### src/rtl/alarm_pkg.sv
// Shared encodings for the alarm sequencer: FSM states, button codes and the
// layout of the 52-bit packed time word.
package alarm_pkg;

  typedef enum logic [2:0] {
    ST_IDLE    = 3'd0,
    ST_ARMED   = 3'd1,
    ST_RINGING = 3'd2,
    ST_SNOOZE  = 3'd3,
    ST_DONE    = 3'd4
  } alarm_state_e;

  localparam logic [3:0] SW_DISMISS = 4'b0001;
  localparam logic [3:0] SW_SNOOZE  = 4'b0010;

  localparam int TIME_W       = 52;
  localparam int RING_CNT_W   = 8;
  localparam int SNZ_CNT_W    = 10;
  localparam int SNOOZE_CNT_W = 2;

  // Field layout of the time word, MSB first: year[51:40] .. second[7:0].
  typedef struct packed {
    logic [11:0] year;
    logic [7:0]  month;
    logic [7:0]  day;
    logic [7:0]  hour;
    logic [7:0]  minute;
    logic [7:0]  second;
  } time_t;

  // True only on the first cycle a button code appears.
  function automatic logic btn_edge(input logic [3:0] sw, input logic [3:0] prev,
                                    input logic [3:0] code);
    return (sw == code) && (prev != code);
  endfunction

endpackage

### src/rtl/alarm_sec_timer.sv
// Seconds counter: counts tick_1s pulses while not cleared and flags the tick
// on which the count reaches limit.
module alarm_sec_timer #(
  parameter int W = 8
) (
  input  logic         clk,
  input  logic         rst,
  input  logic         clear,
  input  logic         tick_1s,
  input  logic [W-1:0] limit,
  output logic         done
);

  localparam logic [W-1:0] ONE = W'(1);

  logic [W-1:0] cnt_q, cnt_d;

  always_comb begin
    cnt_d = cnt_q;
    if (clear) begin
      cnt_d = '0;
    end else if (tick_1s) begin
      cnt_d = cnt_q + ONE;
    end
  end

  always_ff @(posedge clk) begin
    if (!rst) begin
      cnt_q <= '0;
    end else begin
      cnt_q <= cnt_d;
    end
  end

  // Combinational on the tick itself so timeout can be arbitrated against a same-cycle button.
  assign done = tick_1s && !clear && ((cnt_q + ONE) == limit);

endmodule

### src/rtl/alarm_ring_ctrl.sv
// Alarm sequencer: arms on a new alarm word, rings on an exact time match, and
// handles dismiss, snooze and ring timeout. Snooze is built only with ALARM_SNOOZE_EN.
module alarm_ring_ctrl
  import alarm_pkg::*;
#(
  parameter int RING_SEC   = 60,
  parameter int SNOOZE_SEC = 300,
  parameter int SNOOZE_MAX = 3
) (
  input  logic              clk,
  input  logic              rst,
  input  logic              tick_1s,
  input  logic [3:0]        sw_in,
  input  logic [TIME_W-1:0] bin_alarm,
  input  logic [TIME_W-1:0] bin_now,
  output logic              ringing,
  output logic              buzzer,
  output logic              snoozing,
  output logic [2:0]        state
);

  if (RING_SEC < 1 || RING_SEC > 255) begin : g_bad_ring_sec
    $error("RING_SEC must be in 1..255");
  end
  if (SNOOZE_SEC < 1 || SNOOZE_SEC > 1023) begin : g_bad_snooze_sec
    $error("SNOOZE_SEC must be in 1..1023");
  end
  if (SNOOZE_MAX < 1 || SNOOZE_MAX > 3) begin : g_bad_snooze_max
    $error("SNOOZE_MAX must be in 1..3");
  end

  localparam logic [RING_CNT_W-1:0] RING_LIM = RING_CNT_W'(RING_SEC);

  alarm_state_e      state_q, state_d;
  logic [TIME_W-1:0] alarm_q;
  logic [3:0]        sw_prev_q;
  logic              phase_q, phase_d;
  logic              ringing_q, buzzer_q;

  logic change, match, dismiss_press, ring_done;

  assign change        = (bin_alarm != alarm_q);
  assign match         = (bin_now == alarm_q);
  assign dismiss_press = btn_edge(sw_in, sw_prev_q, SW_DISMISS);

  alarm_sec_timer #(.W(RING_CNT_W)) u_ring_timer (
    .clk     (clk),
    .rst     (rst),
    .clear   (change || (state_q != ST_RINGING)),
    .tick_1s (tick_1s),
    .limit   (RING_LIM),
    .done    (ring_done)
  );

`ifdef ALARM_SNOOZE_EN
  localparam logic [SNZ_CNT_W-1:0]    SNZ_LIM = SNZ_CNT_W'(SNOOZE_SEC);
  localparam logic [SNOOZE_CNT_W-1:0] SNZ_MAX = SNOOZE_CNT_W'(SNOOZE_MAX);
  localparam logic [SNOOZE_CNT_W-1:0] SNZ_ONE = SNOOZE_CNT_W'(1);

  logic [SNOOZE_CNT_W-1:0] snooze_cnt_q, snooze_cnt_d;
  logic                    snoozing_q;
  logic                    snooze_press, snz_done;

  assign snooze_press = btn_edge(sw_in, sw_prev_q, SW_SNOOZE);

  alarm_sec_timer #(.W(SNZ_CNT_W)) u_snz_timer (
    .clk     (clk),
    .rst     (rst),
    .clear   (change || (state_q != ST_SNOOZE)),
    .tick_1s (tick_1s),
    .limit   (SNZ_LIM),
    .done    (snz_done)
  );
`endif

  always_comb begin
    state_d = state_q;
    phase_d = phase_q;
`ifdef ALARM_SNOOZE_EN
    snooze_cnt_d = snooze_cnt_q;
`endif
    // A new alarm word overrides whatever the sequence was doing.
    if (change) begin
      state_d = (bin_alarm == '0) ? ST_IDLE : ST_ARMED;
`ifdef ALARM_SNOOZE_EN
      snooze_cnt_d = '0;
`endif
    end else begin
      case (state_q)
        ST_IDLE: begin
          if (alarm_q != '0) state_d = ST_ARMED;
        end
        ST_ARMED: begin
          if (match) state_d = ST_RINGING;
        end
        ST_RINGING: begin
          if (dismiss_press) begin
            state_d = ST_DONE;
          end
`ifdef ALARM_SNOOZE_EN
          else if (snooze_press && (snooze_cnt_q < SNZ_MAX)) begin
            state_d      = ST_SNOOZE;
            snooze_cnt_d = snooze_cnt_q + SNZ_ONE;
          end
`endif
          else if (ring_done) begin
            state_d = ST_DONE;
          end
        end
`ifdef ALARM_SNOOZE_EN
        ST_SNOOZE: begin
          if (dismiss_press) begin
            state_d = ST_DONE;
          end else if (snz_done) begin
            state_d = ST_RINGING;
          end
        end
`endif
        ST_DONE: begin
          state_d = ST_DONE;
        end
        default: begin
          state_d = ST_IDLE;
        end
      endcase
    end

    // Every ring burst starts with the buzzer on.
    if ((state_d == ST_RINGING) && (state_q != ST_RINGING)) begin
      phase_d = 1'b1;
    end else if ((state_q == ST_RINGING) && tick_1s) begin
      phase_d = ~phase_q;
    end
  end

  always_ff @(posedge clk) begin
    if (!rst) begin
      state_q   <= ST_IDLE;
      alarm_q   <= '0;
      sw_prev_q <= '0;
      phase_q   <= 1'b0;
      ringing_q <= 1'b0;
      buzzer_q  <= 1'b0;
    end else begin
      state_q   <= state_d;
      sw_prev_q <= sw_in;
      phase_q   <= phase_d;
      ringing_q <= (state_q == ST_RINGING);
      buzzer_q  <= (state_q == ST_RINGING) && phase_q;
      if (change) alarm_q <= bin_alarm;
    end
  end

`ifdef ALARM_SNOOZE_EN
  always_ff @(posedge clk) begin
    if (!rst) begin
      snooze_cnt_q <= '0;
      snoozing_q   <= 1'b0;
    end else begin
      snooze_cnt_q <= snooze_cnt_d;
      snoozing_q   <= (state_q == ST_SNOOZE);
    end
  end
  assign snoozing = snoozing_q;
`else
  assign snoozing = 1'b0;
`endif

  assign ringing = ringing_q;
  assign buzzer  = buzzer_q;
  assign state   = state_q;

endmodule

### config.mk
export PLATFORM = sky130hd
export DESIGN_NAME = alarm_ring_ctrl
export DESIGN_NICKNAME = d
export VERILOG_FILES = /design/src/rtl/alarm_pkg.sv /design/src/rtl/alarm_sec_timer.sv /design/src/rtl/alarm_ring_ctrl.sv
export SDC_FILE = /design/constraint.sdc
export NUM_CORES = 1
export LEC_CHECK = 0
export CORE_UTILIZATION = 48
export CTS_CLUSTER_SIZE = 14
export DETAILED_ROUTE_END_ITERATION = 10
export HOLD_SLACK_MARGIN = 0.03
export MAX_ROUTING_LAYER = met4
export PLACE_DENSITY = 0.85
export SETUP_SLACK_MARGIN = 0.2
export SYNTH_ARGS = -nofsm -noshare
export SYNTH_HDL_FRONTEND = slang
export SYNTH_SLANG_ARGS = --single-unit
### constraint.sdc
create_clock -name clk -period 4.7 [get_ports clk]
set_input_delay 0.705 -clock clk [delete_from_list [all_inputs] [get_ports clk]]
set_output_delay 0.705 -clock clk [all_outputs]
set_load 0.005 [all_outputs]
==> flow_summary.yaml <==
final_layout:
  n_antenna_cell: 0
  layout-drive-gt1-share_pct: 3.69
  syn_to_final_growth_pct: 40.4
  final_cell_area_um2: 4910
  final_common_cell: "clkdlybuf4s50_1"
  finalNonFillerCells: 584
  fin_nets: 596
  final_cell_mix: "clkdlybuf4s50_1 (115), xnor2_1 (104), dfxtp_1 (70), and2_1 (57)"
worst_hold_path:
  min_path_type: "flip-flop to flip-flop"
  min_from: "phase_q"
detailed_routing:
  drcViolationCount: 0
  vias: 3179
  postRouteAntennaNets: 0
  wl_per_cell_um: 18.8
  totalWireLength_mm: 11.0
  drt-pass1-iter-count: 5
  dr.first_iter.drc_count: 178
  via_per_inst: 5.44
cts:
  path_clk_slew_ns: 0.07
  clkLatencyLatePin_ns: 0.35
  cts_buffer_depth: 2
  ctsResizeCount: 0
  cts-root-buf: "clkbuf_8"
  cts.htree.levels: 3
  cts_setup_buffers: 0
  cts_buffers: 9
  ctsHoldBuffers: 0
  cts_num_sinks: 70
  tritoncts: "done"
grt:
  gr-usage-met3_pct: 7.58
  grt_pass1_vias: 3199
  grt_max_degree: 58
  track_usage_pct: 31.2
  met1_usage_pct: 38.7
  grt-busiest-layer: "met2"
  grt_pass1_wl_mm: 16.7
  grt-ovfl-total: 0
  grt_antenna_before_repair: 0
  met2_usage_pct: 48.0
timing:
  post-route-min-period_ns: 2.55
  fmax_mhz: 392
  tightestPinTransition_ns: 0.526
  setup_viol: 0
  slew_headroom_pct: 64.6
  rsz0062_at_grt: "no"
  maxSlewViolCount: 0
  setup_tns_ns: 0
  hold_violations: 0
  fin_crit_sh_pct: 54.3
  clock_skew_ns: 0.00770
yosys:
  syn_area_um2: 3500
  synth_nets: 478
  synthFlopType: "dfxtp_1"
  yosys_warnings: 0
  synth_edf_count: 0
  synth.yosys.seq_area_share_pct: 40.0
  synthArstFlopShare_pct: 0
  ys_ff_latch: 70
  postSynthCellCount: 366
  syn_area_per_cell_um2: 9.57
  ys_types: 30
setup_path:
  worstSetupStartpoint: "bin_alarm[15]"
  r2r-start: "alarm_q[15]"
  cp-start-kind: "input port"
  setup.worst_path.end_class: "flip-flop"
  crit_required_ns: 4.97
  cp_max_fo: 5
  worstSetupPathType: "input port to flip-flop"
  crit_arrival_ns: 2.83
pwr:
  power_uw: 1360
  pwr_density_cell_nw_per_um2: 276
  peakVddDrop_v: 0.000156
  p_leak_uw: 0.00160
place:
  place_area_um2: 4740
  io_buffers: 115
  gp_congestion: 1.00
  dp_hpwl_mm: 8.84
  place_inst: 569
flow_run:
  drv_cap: 0
floorplan:
  dieWidth_um: 87.4
  coreArea_um2: 6910
  initial_core_util_pct: 50.7
  rows: 30
  design.portCount: 117
  die_y_um: 87.4
  die_area_um2: 7640
status:
  status: "finished clean"
[cell usage after synthesis (all sizes together), types with 2 or more instances]
| master | number | share of area, % |
|---|---|---|
| and2 | 57 | 10 |
| nor2 | 11 | 1.2 |
| buf | 3 | 0.50 |
| nand3 | 4 | 0.57 |
| nand2 | 5 | 0.54 |
| xnor2 | 104 | 26 |
| nor4 | 34 | 6.1 |
| xor2 | 9 | 2.3 |
| and3 | 2 | 0.36 |
| a21oi | 2 | 0.29 |
| dfxtp | 70 | 40 |
| nand2b | 4 | 0.71 |
| nor3 | 3 | 0.43 |
| nand4 | 34 | 6.1 |
| clkbuf | 6 | 0.64 |
| inv | 2 | 0.21 |
| nor4b | 4 | 1.0 |
[layer usage]
metal  wire [um]  part of all wire, %
met4         386                  3.5
met3         873                  8.0
met5           0                    0
met1        4670                   43
met2        5030                   46
[area by class of cell]
cell class                      instances  area [um2]
Clock buffer                           12         155
Timing Repair Buffer                  116        1160
Sequential cell                        70        1400
Multi-Input combinational cell        285        2050
Clock inverter                          3        20.0
Fill cell                             545        1990
Tap cell                               96         120
Inverter                                2        7.51
[worst max-delay path: stages]
cell and delay (ns):
clkdlybuf4s50_1 0.45, xnor2_1 0.30, nand4_1 0.12, nor4_1 0.41
nand4_1 0.28, or3_4 0.40, o22ai_2 0.16
[stage by stage]
step	util, %	hold slack [ns]	worst slack (ns)
after global routing	71.2	0.520	2.02
final	71.2	0.504	2.15
after CTS	71.2	0.506	2.18
after detailed placement	68.6	0.467	1.83
after floorplan	-	0.452	2.76
after global placement	68.6	0.468	1.85
[sequential cells by signal, summed over array words and instances (netlist names)]
| signal | cells |
|---|---|
| buzzer | 1 |
| state | 3 |
| sw_prev_q | 4 |
| ringing | 1 |
| phase_q | 1 |
| alarm_q | 52 |
| u_ring_timer.cnt_q | 8 |
[final timing paths]
path	to	slack, ns	depth (start not counted)
hold / removal	buzzer	0.50	1
setup reg to reg	phase_q	2.59	6
hold reg to reg	buzzer	0.50	1
setup / recovery	phase_q	2.15	7
[power breakdown]
group	total [uW]	internal [uW]	switching (uW)
clock	440	217	223
sequential	654	619	34.3
combinational	262	160	101
[logic make-up (layout without fill, tap and decap cells)]
| kind of cell | Yosys count | count (layout) | share of synthesized area [%] |
|---|---|---|---|
| simple gates | 162 | 162 | 28.1 |
| xor+xnor | 113 | 113 | 28.3 |
| flops | 70 | 70 | 40.0 |
| buf+inv | 11 | 133 | 1.36 |
| compound gates | 7 | 7 | 1.47 |
| fa+ha+maj | 1 | 1 | 0.357 |
| other cells | 1 | 1 | 0.107 |
| mux | 1 | 1 | 0.286 |
No activity file was read; power rests on OpenSTA's default activity.
==> edit 1: new RTL, same settings <==
Change the package constant `RING_CNT_W` from 8 to 12.
--- a/src/rtl/alarm_pkg.sv
+++ b/src/rtl/alarm_pkg.sv
@@ -16,3 +16,3 @@
   localparam int TIME_W       = 52;
-  localparam int RING_CNT_W   = 8;
+  localparam int RING_CNT_W   = 12;
   localparam int SNZ_CNT_W    = 10;
Behaviour: same outputs for any inputs over 10 cycles, from zero or initial values and one cycle with rst low; that may be too few to reach the edited logic, so the function may still have changed.
==> edit 1 against the original RTL <==
Setup slack got worse by 0.090 ns. Routed wire length is 6.4% higher. Fmax is 3.4% lower. Non-clock buffer count unchanged. Area after synthesis is 7.7% higher. Synthesized cell count grew 7.9%. Die area rose by 7.5%. Sequential cell count up 4. Count of clock-buffer cells in the layout down 2. Total power increased by 9.3%. First-iteration DRC count rose by 43%. Cell area up 6.2%. Clock skew up 0.0015 ns. Critical endpoint is now u_ring_timer.cnt_q[10]$_SDFFE_PP0P_. Largest cell class unchanged.
==> edit 1: results (changes against the original RTL) <==
- Tot GR Track Use: 0.308 (was 0.312)
- Count of hold-fix buffers inserted at cts: 0 (unchanged)
- Final net count: 624 (was 596)
- First-pass GRT wire length: 18400 um (was 16700 um)
- Synth Flop Type: dfxtp_1 (unchanged)
- Syn Nets: 507 (was 478)
- Layout cells sized above 1: 0.0562 (was 0.0369)
- Netlist cell types: 37 (was 30)
- Largest net degree at the start of global routing: 62 (was 58)
- Post-synth top cells: dfxtp_1, xor2_1, and2_1, xnor2_1, nor4_1 (was xnor2_1, dfxtp_1, and2_1, nand4_1, nor4_1)
- Final Wtd Congestion: 0.940 (was 1.00)
- CTS max path bufs: 2 (unchanged)
- CTS Buf Count: 9 (unchanged)
- Fillers: 560 (was 545)
- Antenna cells: 0 (unchanged)
- Hold path cells: 1 (unchanged)
- Critical path's slowest cell: nor4_1 (was clkdlybuf4s50_1)
- CP arrival: 2.93 ns (was 2.83 ns)
- Asr flop ratio synth: 0 (unchanged)
- Critical path peak fanout: 12 (was 5)
- Initial antenna violation count: 0 (unchanged)
- DP Area: 5000 um^2 (was 4740 um^2)
- Sequential-to-total area share from yosys stat: 0.393 (was 0.400)
- Port bufs: 115 (unchanged)
- Internal: 1.11 mW (was 0.997 mW)
- Synth warn: 0 (unchanged)
- DPL Wire Length: 9330 um (was 8840 um)
- Starting DRT DRC Count: 255 (was 178)
- Largest cells by area after synthesis: dfxtp_1, xor2_1, xnor2_1 (was dfxtp_1, xnor2_1, and2_1)
- Largest regs: alarm_q: 52 flops, u_ring_timer.cnt_q: 12 flops, sw_prev_q: 4 flops (was alarm_q: 52 flops, u_ring_timer.cnt_q: 8 flops, sw_prev_q: 4 flops)
- Mean routed wirelength per cell: 19.0 um (was 18.8 um)
- Slew @ Worst Pin: 0.699 ns (was 0.526 ns)
- Status: complete, no violations (unchanged)
- Pleak: 1.90 nW (was 1.60 nW)
- Avg Vias per Cell: 5.53 (was 5.44)
- Worst-case reg-to-reg path depth: 7 (was 6)
- Vias in the first global route: 3442 (was 3199)
- Design Power: 1.48 mW (was 1.36 mW)
- Setup Skew: 0.00917 ns (was 0.00770 ns)
- Slowest stage delay, CP: 0.48 ns (was 0.45 ns)
- Max IR drop VDD: 0.204 mV (was 0.156 mV)
- Initial DRT Pass Iterations: 6 (was 5)
==> edit 1: cell count changes after synthesis, sizes merged, moves of 3 or more <==
cell | unedited run | this run
nor4 | 34 | 46
xnor2 | 104 | 54
nand2 | 5 | 13
xor2 | 9 | 63
nor3 | 3 | 6
nor2 | 11 | 15
dfxtp | 70 | 74
nand4 | 34 | 24
==> edit 1: cell type report <==
| cell class | count | area (um^2) | share of cell area |
|---|---|---|---|
| well taps | 99 | 124 | 0.0237 |
| clock inverters | 5 | 78.8 | 0.0151 |
| repair buffers | 116 | 1160 | 0.222 |
| flip-flops and latches | 74 | 1480 | 0.284 |
| clock buffers | 10 | 138 | 0.0264 |
| multi-input cells | 311 | 2240 | 0.429 |
==> edit 1: cells by family after synthesis <==
logic type,Yosys count,synth area share
simple gates,180,0.291
fa+ha+maj,1,0.00332
flops,74,0.393
other cells,1,0.000995
buf+inv,10,0.0133
xor+xnor,117,0.272
compound gates,10,0.0216
mux,2,0.00531
==> edit 1: per-layer routing <==
| layer | GRT usage | share of wire |
|---|---|---|
| met1 | 0.385 | 0.42 |
| met2 | 0.483 | 0.47 |
| met3 | 0.0791 | 0.085 |
| met4 | 0.103 | 0.027 |
| met5 | - | 0 |
==> edit 1: per-stage QoR <==
stage / worst slack, ns / hold slack [ns] / cells
floorplan: 2.69 / 0.474 / 395
global placement: 1.74 / 0.490 / 600
detailed placement: 1.72 / 0.496 / 600
CTS: 2.10 / 0.511 / 615
global route: 1.90 / 0.541 / 615
finish: 2.06 / 0.504 / 615
==> edit 1: critical path: cells and delay by family <==
kind | cells | cell delay, ns
xor gates and xnor gates | 1 | 0.22
and+or+nand+nor | 5 | 1.55
buffers and inverters | 1 | 0.45
==> edit 1: power by group through the flow <==
stage	combinational [mW]	sequential [mW]	clock (mW)
detailed placement	0.245	0.701	0
global placement	0.244	0.700	0
global route	0.268	0.689	0.574
CTS	0.248	0.687	0.550
floorplan	0.104	0.690	0
finish	0.250	0.687	0.544
==> edit 1: path summary, 6_finish.rpt <==
path / slack (ns) / endpoint / from
worst max-delay path: 2.06 / u_ring_timer.cnt_q[10]$_SDFFE_PP0P_ / bin_alarm[48]
worst min-delay path: 0.50 / buzzer$_SDFF_PN0_ / phase_q$_SDFFE_PN0P_
worst max register to register: 2.50 / state[2]$_SDFF_PN0_ / u_ring_timer.cnt_q[0]$_SDFFE_PP0P_
worst min register to register: 0.50 / buzzer$_SDFF_PN0_ / phase_q$_SDFFE_PN0P_
==> edit 2: new RTL, same settings <==
Without the edit above. Register the inputs `bin_alarm` and `bin_now` before use, without a reset. The logic sees them one clock later. The other inputs are not delayed to match.
--- a/src/rtl/alarm_ring_ctrl.sv
+++ b/src/rtl/alarm_ring_ctrl.sv
@@ -21,2 +21,10 @@
 
+  logic [TIME_W-1:0] bin_alarm_q;
+  logic [TIME_W-1:0] bin_now_q;
+
+  always_ff @(posedge clk) begin
+    bin_alarm_q <= bin_alarm;
+    bin_now_q   <= bin_now;
+  end
+
   if (RING_SEC < 1 || RING_SEC > 255) begin : g_bad_ring_sec
@@ -41,4 +49,4 @@
 
-  assign change        = (bin_alarm != alarm_q);
-  assign match         = (bin_now == alarm_q);
+  assign change        = (bin_alarm_q != alarm_q);
+  assign match         = (bin_now_q == alarm_q);
   assign dismiss_press = btn_edge(sw_in, sw_prev_q, SW_DISMISS);
@@ -83,3 +91,3 @@
     if (change) begin
-      state_d = (bin_alarm == '0) ? ST_IDLE : ST_ARMED;
+      state_d = (bin_alarm_q == '0) ? ST_IDLE : ST_ARMED;
 `ifdef ALARM_SNOOZE_EN
@@ -149,3 +157,3 @@
       buzzer_q  <= (state_q == ST_RINGING) && phase_q;
-      if (change) alarm_q <= bin_alarm;
+      if (change) alarm_q <= bin_alarm_q;
     end
Check against the original RTL: not equivalent (a bounded check fails within 4 cycles, from zero or initial values and one cycle with rst low).
==> edit 2 against the original RTL <==
Area after synthesis increased by 59%. Largest cell class is now sequential cells. Cell area grew 52%. Total power rose by 150%. Critical path depth fell by 6. Worst hold slack got worse by 0.0057 ns. Synthesized cell count increased by 29%. Sequential cell count grew 104. Setup slack better by 0.47 ns. Routed wire length grew 21%.
==> edit 2: results (changes against the original RTL) <==
- Status: complete, no violations (unchanged)
- Cell family with most CP delay: buffers and inverters (was simple AND/OR/NAND/NOR gates)
- Pleak: 2.69 nW (was 1.60 nW)
- Cells after DPL: 718 (was 569)
- Slew @ Worst Pin: 0.888 ns (was 0.526 ns)
- Netlist cell types: 27 (was 30)
- Starting DRT DRC Count: 279 (was 178)
- Layout cells sized above 1: 0.0526 (was 0.0369)
- Largest cells by area after synthesis: dfxtp_1, xnor2_1, and2_1 (unchanged)
- Syn Nets: 584 (was 478)
- Largest net degree at the start of global routing: 60 (was 58)
- Post-synth top cells: dfxtp_1, xnor2_1, and2_1, nand4_1, nor4_1 (was xnor2_1, dfxtp_1, and2_1, nand4_1, nor4_1)
- Via Count: 3821 (was 3179)
- Largest regs: alarm_q: 52 flops, bin_alarm_q: 52 flops, bin_now_q: 52 flops (was alarm_q: 52 flops, u_ring_timer.cnt_q: 8 flops, sw_prev_q: 4 flops)
- NetSw: 0.696 mW (was 0.359 mW)
- DP Area: 6850 um^2 (was 4740 um^2)
- Mapped Cells: 472 (was 366)
- Vias in the first global route: 4098 (was 3199)
- DPL Wire Length: 10100 um (was 8840 um)
- Clock latency on the worst-skew pair: 0.43 ns (was 0.35 ns)
- CP arrival: 1.38 ns (was 2.83 ns)
- First-pass GRT wire length: 20400 um (was 16700 um)
- Final Wtd Congestion: 0.917 (was 1.00)
- H-tree level count: 4 (was 3)
- Mean routed wirelength per cell: 17.8 um (was 18.8 um)
- Reg2Reg Setup Slack: 2.65 ns (was 2.59 ns)
## edit 2: worst max path at each step
stage                             start              endpoint  slack, ns  depth (start not counted)
2_1_floorplan                   tick_1s   state[1]$_SDFF_PN0_       3.13                          6
3_3_place_gp                   sw_in[2]   state[2]$_SDFF_PN0_       2.66                          7
3_5_place_dp                   sw_in[2]   state[2]$_SDFF_PN0_       2.54                          7
4_1_cts             state[0]$_SDFF_PN0_              state[0]       2.60                          1
5_1_grt        alarm_q[29]$_SDFFE_PN0P_  phase_q$_SDFFE_PN0P_       2.48                          6
6_report            state[0]$_SDFF_PN0_              state[0]       2.61                          1
## edit 2: routing by layer
layer,GRT usage,wire [um],vias up
met4,0.122,376,0
met5,-,0,-
li1,-,-,1838
met3,0.0705,891,35
met2,0.407,6430,165
met1,0.272,5610,1783
## edit 2: final cells by class
| type | instances | area (um^2) |
|---|---|---|
| fillers | 807 | 3600 |
| flip-flops and latches | 174 | 3480 |
| multi-input cells | 288 | 2040 |
| repair buffers | 115 | 1150 |
| clock buffers | 21 | 470 |
| well taps | 140 | 175 |
| clock inverters | 9 | 160 |
| inverters | 1 | 3.75 |
## edit 2: kinds of logic (layout without fill, tap and decap cells)
group                    after synthesis  count (layout)  share of synthesized area
AO/OA/AOI/OAI                          5               5                    0.00517
XOR/XNOR                             113             113                      0.178
adder cells (fa/ha/maj)                1               1                    0.00225
buffers and inverters                 10             146                    0.00742
flip-flops                           174             174                      0.626
multiplexers                           2               2                    0.00360
other                                  1               1                   0.000674
AND/OR/NAND/NOR                      166             166                      0.177
## edit 2: power groups by stage
stage	clock, mW	sequential, mW	combinational (mW)
after global placement	0	1.65	0.223
after floorplan	0	1.63	0.111
after CTS	1.49	1.62	0.231
after global routing	1.56	1.63	0.248
final	1.48	1.62	0.230
after detailed placement	0	1.65	0.227
## edit 2: metrics by stage
step / setup WS [ns] / hold slack (ns) / util
floorplan: 3.13 / 0.473 / -
global placement: 2.66 / 0.489 / 0.618
detailed placement: 2.54 / 0.488 / 0.618
CTS: 2.60 / 0.498 / 0.675
global route: 2.48 / 0.513 / 0.675
finish: 2.61 / 0.499 / 0.675
